[src/rtl/fetch.sv]
// Instruction fetch stage: sequential fetch from a 1-cycle synchronous program memory,
// with stall replay, flush and branch redirect. Optional FETCH_PERF_CNT_EN adds a delivered-word counter.
module fetch #(
  parameter int PC_WIDTH        = 12,
  parameter int PMEM_ADDR_WIDTH = 12,
  parameter int PMEM_WORD_WIDTH = 16,
  parameter int PC_INCREMENT    = 2
) (
  input  logic                       clock,
  input  logic                       reset,
  input  logic                       in_set_pc,
  input  logic [PMEM_ADDR_WIDTH-1:0] in_branch_pc,
  input  logic                       in_flush,
  input  logic                       in_stall,
  input  logic [PMEM_WORD_WIDTH-1:0] in_pmem_word,
  output logic [PMEM_ADDR_WIDTH-1:0] out_pmem_addr,
  output logic [PMEM_WORD_WIDTH-1:0] out_instr,
  output logic [PC_WIDTH-1:0]        out_pc,
  output logic                       out_valid
`ifdef FETCH_PERF_CNT_EN
  ,
  output logic [15:0]                out_fetch_cnt
`endif
);

  typedef enum logic [1:0] {
    BOOT,
    RUN,
    REDIRECT
  } state_t;

  state_t              state_q, state_d;
  logic [PC_WIDTH-1:0] fetchPc_q, fetchPc_d;
  logic [PC_WIDTH-1:0] respPc_q, respPc_d;
  logic                respValid_q, respValid_d;

  logic                outValid;
  logic                stallHold;
  logic [PC_WIDTH-1:0] branchPc;
  logic [PC_WIDTH-1:0] nextSeqPc;
  logic [PC_WIDTH-1:0] selPc;

  always_ff @(posedge clock or posedge reset) begin
    if (reset) begin
      state_q     <= BOOT;
      fetchPc_q   <= '0;
      respPc_q    <= '0;
      respValid_q <= 1'b0;
    end else begin
      state_q     <= state_d;
      fetchPc_q   <= fetchPc_d;
      respPc_q    <= respPc_d;
      respValid_q <= respValid_d;
    end
  end

  // BOOT needs no special branch: with fetchPc_q at zero, the sequential advance
  // produces exactly the boot transition.
  always_comb begin
    outValid    = respValid_q && !in_flush && (state_q != BOOT);
    stallHold   = in_stall && outValid;
    nextSeqPc   = fetchPc_q + PC_WIDTH'(PC_INCREMENT);
    branchPc    = PC_WIDTH'(in_branch_pc);
    branchPc[0] = 1'b0;

    state_d     = state_q;
    fetchPc_d   = fetchPc_q;
    respPc_d    = respPc_q;
    respValid_d = respValid_q;

    if (in_set_pc) begin
      fetchPc_d   = branchPc;
      respValid_d = 1'b0;
      state_d     = REDIRECT;
    end else if (in_flush) begin
      respValid_d = 1'b0;
      state_d     = REDIRECT;
    end else if (!stallHold) begin
      respPc_d    = fetchPc_q;
      fetchPc_d   = nextSeqPc;
      respValid_d = 1'b1;
      state_d     = RUN;
    end
  end

  // While stalled, re-read the presented word so it is still on the bus next cycle.
  always_comb begin
    selPc         = stallHold ? respPc_q : fetchPc_q;
    out_pmem_addr = PMEM_ADDR_WIDTH'(selPc);
    out_valid     = outValid;
    out_instr     = outValid ? in_pmem_word : '0;
    out_pc        = outValid ? respPc_q : '0;
  end

`ifdef FETCH_PERF_CNT_EN
  logic [15:0] fetchCnt_q, fetchCnt_d;

  always_comb begin
    fetchCnt_d = fetchCnt_q;
    if (outValid && !in_stall && (fetchCnt_q != 16'hFFFF)) begin
      fetchCnt_d = fetchCnt_q + 16'd1;
    end
  end

  always_ff @(posedge clock or posedge reset) begin
    if (reset) begin
      fetchCnt_q <= '0;
    end else begin
      fetchCnt_q <= fetchCnt_d;
    end
  end

  assign out_fetch_cnt = fetchCnt_q;
`endif

endmodule
[config.mk]
export PLATFORM = sky130hd
export DESIGN_NAME = fetch
export DESIGN_NICKNAME = d
export VERILOG_FILES = /design/src/rtl/fetch.sv
export SDC_FILE = /design/constraint.sdc
export NUM_CORES = 1
export LEC_CHECK = 0
export CORE_MARGIN = 5
export CORE_UTILIZATION = 39
export CTS_CLUSTER_SIZE = 30
export DETAILED_ROUTE_END_ITERATION = 8
export PLACE_DENSITY = 0.9
export SETUP_SLACK_MARGIN = 0.15
export SYNTH_ARGS = -nofsm -noshare
export SYNTH_HDL_FRONTEND = slang
export SYNTH_SLANG_ARGS = --single-unit
[constraint.sdc]
create_clock -name clock -period 2 [get_ports clock]
set_clock_uncertainty 0.15 [all_clocks]
set_input_delay 0.4 -clock clock [delete_from_list [all_inputs] [get_ports clock]]
set_output_delay 0.4 -clock clock [all_outputs]
set_load 0.05 [all_outputs]
Word-level counts from Yosys, hierarchy flattened
Index checks and enable logic that the tools add are counted.

Input port bits: 33. Register bits: 27.

Equal/unequal tests: 3. Bitwise operators: 2. $add $sub $neg: 1. Reduce and logical (&&, ||, !) cells: 7. Multiplexer cells: 12.

Operators by type and width (number): 12-bit two-way mux (5); 16-bit two-way mux (1); 12-bit by 2-bit adder with 12-bit output, second input constant (1); 2-bit two-way mux (3); 2-bit != test, second input constant (2); 2-bit AND reduction (2); 1-bit logical AND (3); 1-bit two-way mux (3); 3-bit != test, second input constant (1); 1-bit inverter (2); 2-bit nonzero test (1); 1-bit logical NOT (1).

Depth between registers and ports, before layout
Gate-level depths: netlist of the first run.

Depth in word-level cells: 7. Depth in mapped cells: 5.

Worst setup path after synthesis of the first run
OpenSTA, ideal clock, no wires.

Kind: input-to-output. From: input port in_flush. To: output port out_pc[0]. Stages: 3. Arrival time: 1.697 ns. Required time: 1.450 ns. Setup slack: -0.247 ns. Cell sequence: nor2b_1 > clkbuf_1 > and2_1.

Word-level cells in the longest chain between the ends: 4.

RTL lines: start, declared (line 13) `input logic in_flush,`; 1-bit logical NOT (line 60) `outValid = respValid_q && !in_flush && (state_q != BOOT);`; 1-bit logical AND (2 in series) (line 60); net out_valid (line 19) `output logic out_valid`; 12-bit two-way mux (line 92) `out_pc = outValid ? respPc_q : '0;`; end, declared (line 18) `output logic [PC_WIDTH-1:0] out_pc,`.

The timed path passes the listed nets, and every way through them passes these cells.

Worst setup path in the final report of the first run
From: register state_q[0]. To: output port out_pmem_addr[2].

Word-level cells in the longest chain between the ends: 4.

RTL lines: start, declared (line 32) `state_t state_q, state_d;`; start signal, assigned (line 50) `state_q <= state_d;`; 2-bit nonzero test (line 60); 1-bit logical AND (line 60); 1-bit logical AND (line 61) `stallHold = in_stall && outValid;`; 12-bit two-way mux; end, declared (line 16) `output logic [PMEM_ADDR_WIDTH-1:0] out_pmem_addr,`.

No other way between the ends.

==> impl_metrics.ini, run 1 <==
[cells_and_area]
fin_cells = 270
fin_nets = 259
diodes = 0
drive_gt1_frac = 0.446
utilization = 0.830
area_growth_pct = 101

[power]
p_leak_uw = 0.00124
power.total_uw = 1700
p_per_area_nw_per_um2 = 601
vdd.ir_drop.worst_v = 0.000615

[sta]
max_freq_mhz = 470
rsz0062_at_grt = yes
finalCriticalPeriod_ns = 2.13
setup_violations = 16
hold_violations = 0
worst_slack_ns = -0.130
tightest_slew_ns = 0.326
period_share = 1.06
maxSlewViolCount = 0
slew_headroom = 0.783
setup_tns_ns = -1.40
holdWs_ns = 0.249

[status]
violations = setup timing
status = complete, but fails checks

[synthesis]
yosys_register_bits = 24
ys_async_sr_fraction = 1.00
netlist-cell-type-count = 26
ys_warn_count = 0
syn_avg_cell_area_um2 = 10.0
synth.top_cell.area_share = 0.425
yosysSeqAreaShare = 0.425
synth_top_flop_cell = dfrtp_1
synth_nets = 175
synth-edff-count = 0
synth_area_leaders = dfrtp_1, mux2_2, and2_1
synth_top_area_cell = dfrtp_1
synth_commonest_cells = and2_1, dfrtp_1, mux2_2, nand2_1, o21ai_0
netlist_instances = 141
netlist_area_um2 = 1410
yosysMostFrequentCell = and2_1

[route]
drc = 0
wl_met2_um = 2400
wl_met3_um = 241
wl_met1_um = 1950
drtPass1Iterations = 4
routedWlPerCell_um = 17.4
top_layer = met4
wl_um = 4700
drtAntennaViolNets = 0
dr.first_iter.drc_count = 42
viasPerCell = 5.13
num_vias = 1386

[setup_path]
end_kind = output pin
arrival_ns = 1.58
worstPathMaxFanout = 5
path_class = reg -> out
crit_required_ns = 1.45
start_kind = flop

[place]
dp_hpwl_um = 3310
portBuffers = 72
place_inst = 264
place_congestion = 0.774

[clock_tree]
cts_hold_buf = 0
clkSinkCount = 24
cts-root-buf = clkbuf_4
h-tree-depth = 1
clk_path_buf_depth = 2
cts_tree = built
cts_buffers = 3
path_clk_slew_ns = 0.14
clock_latency_ns = 0.33

[floorplanning]
die_h_um = 70.2
core.rowCount = 21
initial_core_util = 0.414
io_pins = 74
dieArea_um2 = 4930
coreArea_um2 = 3420
die_x_um = 70.2

[global_routing]
antenna_found_initial = 0
grt.total_usage = 0.185
grt_max_degree = 31
grt.overflow.total = 0
grt_pass1_wl_um = 7220
grt_pass1_vias = 1384

[hold_path]
hold_path.class = in -> async

[job]
drv_cap = 0
## layer usage
metal	GRT usage	vias to the layer above
met3	0.0373	10
met5	0	-
li1	-	648
met1	0.226	672
met2	0.328	56
met4	0.0532	0
## stage by stage
stage                     setup slack [ns]  cell area (um2)
after floorplan                      0.173             1430
after global placement              -0.249             2670
after detailed placement            -0.276             2670
after CTS                           -0.124             2790
after global routing                -0.183             2830
final                               -0.130             2830
## placed cells by master (no fill, tap or decap), types with 3 or more instances in the layout
| master | count |
|---|---|
| buf_12 | 41 |
| buf_4 | 10 |
| xnor2_1 | 4 |
| dfrtp_1 | 22 |
| mux2_4 | 11 |
| xor2_1 | 6 |
| and2_2 | 9 |
| clkdlybuf4s50_1 | 29 |
| buf_6 | 4 |
| nand4_1 | 4 |
| and2_1 | 20 |
| nand2_1 | 13 |
| o21ai_0 | 10 |
| clkbuf_4 | 3 |
| mux2_2 | 11 |
## flip-flops by register name, summed over array words and instances (netlist names)
| register | cells |
|---|---|
| fetchPc_q | 11 |
| respPc_q | 12 |
| state_q | 1 |
## where the power goes
group	internal [uW]	switching (uW)
Combinational	370	331
Sequential	560	81.4
Clock	203	159
Total	1130	571
## timing repair
item | in CTS | in global routing
gates resized for setup | 18 | 11
cloned | 0 | 0
setup endpoints to repair | 52 | 42
setup buffers | 1 | 1
pin swaps | 1 | 0
## worst max-delay path, stage by stage, from the launching register on
cell	delay, ns
dfrtp_1	0.40
nor2b_4	0.14
nand2_2	0.09
buf_6	0.14
mux2_4	0.33
buf_12	0.15
## cells by family (layout without fill, tap and decap cells)
logic type,Yosys count,after routing,share of synthesized area
xor gates and xnor gates,10,10,0.0620
buffers and inverters,9,92,0.0275
AOI/OAI and AO/OA,14,14,0.0558
adders and majority gates,1,1,0.00886
and+or+nand+nor,60,60,0.238
muxes,23,23,0.182
DFF,24,24,0.425
## final cells by class
class                           count  area (um2)
Timing Repair Buffer               86        1250
Sequential cell                    24         603
Clock buffer                        3        22.5
Inverter                            2        7.51
Fill cell                         174         582
Multi-Input combinational cell    108         865
Clock inverter                      1        30.0
Tap cell                           46        57.6
## final timing paths
kind	depth (start not counted)	start	slack, ns	end
worst max-delay path	5	state_q[0]$_DFFE_PP0P_	-0.13	out_pmem_addr[2]
worst min-delay path	3	reset	0.25	respPc_q[7]$_DFFE_PP0P_
worst max register to register	6	state_q[0]$_DFFE_PP0P_	0.18	fetchPc_q[10]$_DFFE_PP0P_
worst min register to register	1	respPc_q[10]$_DFFE_PP0P_	0.41	respPc_q[10]$_DFFE_PP0P_
max in group asynchronous	3	reset	1.18	fetchPc_q[1]$_DFFE_PP0P_
min in group clock	1	respPc_q[10]$_DFFE_PP0P_	0.41	respPc_q[10]$_DFFE_PP0P_
Power figures use the tool's default switching activity.
==> run 2: changes to the inputs <==
--- a/config.mk
+++ b/config.mk
@@ -5,6 +5,7 @@
 export SDC_FILE = /design/constraint.sdc
 export NUM_CORES = 1
 export LEC_CHECK = 0
+export CAP_MARGIN = 20
 export CORE_MARGIN = 5
 export CORE_UTILIZATION = 39
 export CTS_CLUSTER_SIZE = 30
==> results of run 2 <==
Same layout as run 1: the final DEF is identical, and so are final timing and power.
==> run 3: changes to the inputs <==
--- a/config.mk
+++ b/config.mk
@@ -12,6 +12,7 @@
 export DETAILED_ROUTE_END_ITERATION = 8
 export PLACE_DENSITY = 0.9
 export SETUP_SLACK_MARGIN = 0.15
+export SLEW_MARGIN = 20
 export SYNTH_ARGS = -nofsm -noshare
 export SYNTH_HDL_FRONTEND = slang
 export SYNTH_SLANG_ARGS = --single-unit
==> constraint.sdc (replaced) <==
create_clock -name clock -period 2.2 [get_ports clock]
set_clock_uncertainty 0.15 [all_clocks]
set_input_delay 0.44 -clock clock [delete_from_list [all_inputs] [get_ports clock]]
set_output_delay 0.44 -clock clock [all_outputs]
set_load 0.05 [all_outputs]
==> run 3 against run 2 <==
  * The flow now finishes without violations
  * Critical path depth unchanged
  * Total power decreased by 19%
  * Final cell count down 1.1%
  * Cell area is 2.5% lower
  * Combinational power down 11%
  * Register-to-register slack improved by 0.16 ns
  * Clock power down 49%
  * Die area did not move
  * Sequential power down 9.8%
==> impl_metrics.ini, run 3 (same netlist as run 1, synthesis figures left out) <==
[route]
wl_um = 4330
viasPerCell = 5.01
drtAntennaViolNets = 0
wl_met3_um = 233
num_vias = 1338
wl_met2_um = 2340
dr.first_iter.drc_count = 36
drc = 0
wl_met1_um = 1710
routedWlPerCell_um = 16.2
top_layer = met4
drtPass1Iterations = 4

[setup_path]
start_kind = flop
path_class = reg -> out
arrival_ns = 1.56
reg2regPathDepth = 6
end_kind = output pin
crit_required_ns = 1.61
worstPathMaxFanout = 6

[global_routing]
grt_max_degree = 31
grt_pass1_vias = 1376
antenna_found_initial = 0
grt_pass1_wl_um = 6770
grt.overflow.total = 0
grt.total_usage = 0.172

[sta]
hold_violations = 0
setup_violations = 0
rsz0062_at_grt = yes
holdWs_ns = 0.325
finalCriticalPeriod_ns = 2.15
tightest_slew_ns = 0.376
period_share = 0.978
setup_tns_ns = 0
worst_slack_ns = 0.0487
maxSlewViolCount = 0
slew_headroom = 0.747
max_freq_mhz = 465

[place]
dp_hpwl_um = 3380
place_inst = 262
pre_cts_slack_ns = -0.159
portBuffers = 72
place_congestion = 0.835

[clock_tree]
cts_tree = built
cts-root-buf = clkbuf_4
clk_path_buf_depth = 2
clock_latency_ns = 0.31
cts_hold_buf = 0
cts_buffers = 3
clkSinkCount = 24
h-tree-depth = 1
path_clk_slew_ns = 0.12

[job]
drv_cap = 0

[cells_and_area]
diodes = 0
final_common_cell = buf_12
largest_reg_flops = 12
area_growth_pct = 95.7
fin_nets = 257
fin_cells = 267
drive_gt1_frac = 0.407
final_cell_mix = buf_12, clkdlybuf4s50_1, dfrtp_1
top_register = respPc_q
top_regs = respPc_q x12, fetchPc_q x11, state_q x1

[hold_path]
hold_path.class = in -> async

[floorplanning]
dieArea_um2 = 4930
core.rowCount = 21
io_pins = 74
die_x_um = 70.2
coreArea_um2 = 3420
die_h_um = 70.2
initial_core_util = 0.414

[power]
p_per_area_nw_per_um2 = 500
vdd.ir_drop.worst_v = 0.000481
power.total_uw = 1380
p_leak_uw = 0.00122

[status]
status = finished, final reports clean
## run 3: path summary, 6_finish.rpt
kind,from,to,slack [ns]
min in group clock,respPc_q[6]$_DFFE_PP0P_,respPc_q[6]$_DFFE_PP0P_,0.39
hold reg to reg,respPc_q[6]$_DFFE_PP0P_,respPc_q[6]$_DFFE_PP0P_,0.39
setup reg to reg,state_q[0]$_DFFE_PP0P_,respPc_q[10]$_DFFE_PP0P_,0.34
max in group asynchronous,reset,respPc_q[3]$_DFFE_PP0P_,1.34
hold / removal,reset,respPc_q[11]$_DFFE_PP0P_,0.33
setup / recovery,state_q[0]$_DFFE_PP0P_,out_pmem_addr[4],0.05
## run 3: final cells by class
cell class / instances / area [um2]
flip-flops and latches: 24 / 601
repair buffers: 84 / 1230
inverters: 2 / 7.51
clock buffers: 3 / 22.5
fillers: 185 / 652
well taps: 46 / 57.6
multi-input cells: 108 / 841
## run 3: repair_timing
item / 4_1_cts / 5_1_grt
pin swaps: 1 / 0
endpoints found under the hold margin: 0 / 0
setup endpoints to repair: 41 / 40
setup buffers: 1 / 1
resized for setup: 14 / 8
## run 3: metal layers
| layer | GRT usage | up-vias |
|---|---|---|
| met5 | 0 | - |
| met1 | 0.200 | 645 |
| met3 | 0.0359 | 6 |
| li1 | - | 637 |
| met2 | 0.311 | 50 |
| met4 | 0.0574 | 0 |
## run 3: metrics by stage
stage,area [um2],util
after floorplan,1430,-
after global placement,2660,0.778
after detailed placement,2660,0.778
after CTS,2730,0.799
after global routing,2760,0.809
final,2760,0.809
## run 3: power breakdown
| group | total, uW | internal [uW] | switching [uW] |
|---|---|---|---|
| Combinational | 621 | 331 | 290 |
| Sequential | 578 | 508 | 70.2 |
| Clock | 184 | 64.0 | 120 |
## run 3: critical path, stage by stage (launching register included)
cell     delay, ns
dfrtp_1       0.37
nor2b_4       0.19
nand2_4       0.08
buf_8         0.14
mux2_4        0.32
buf_12        0.15
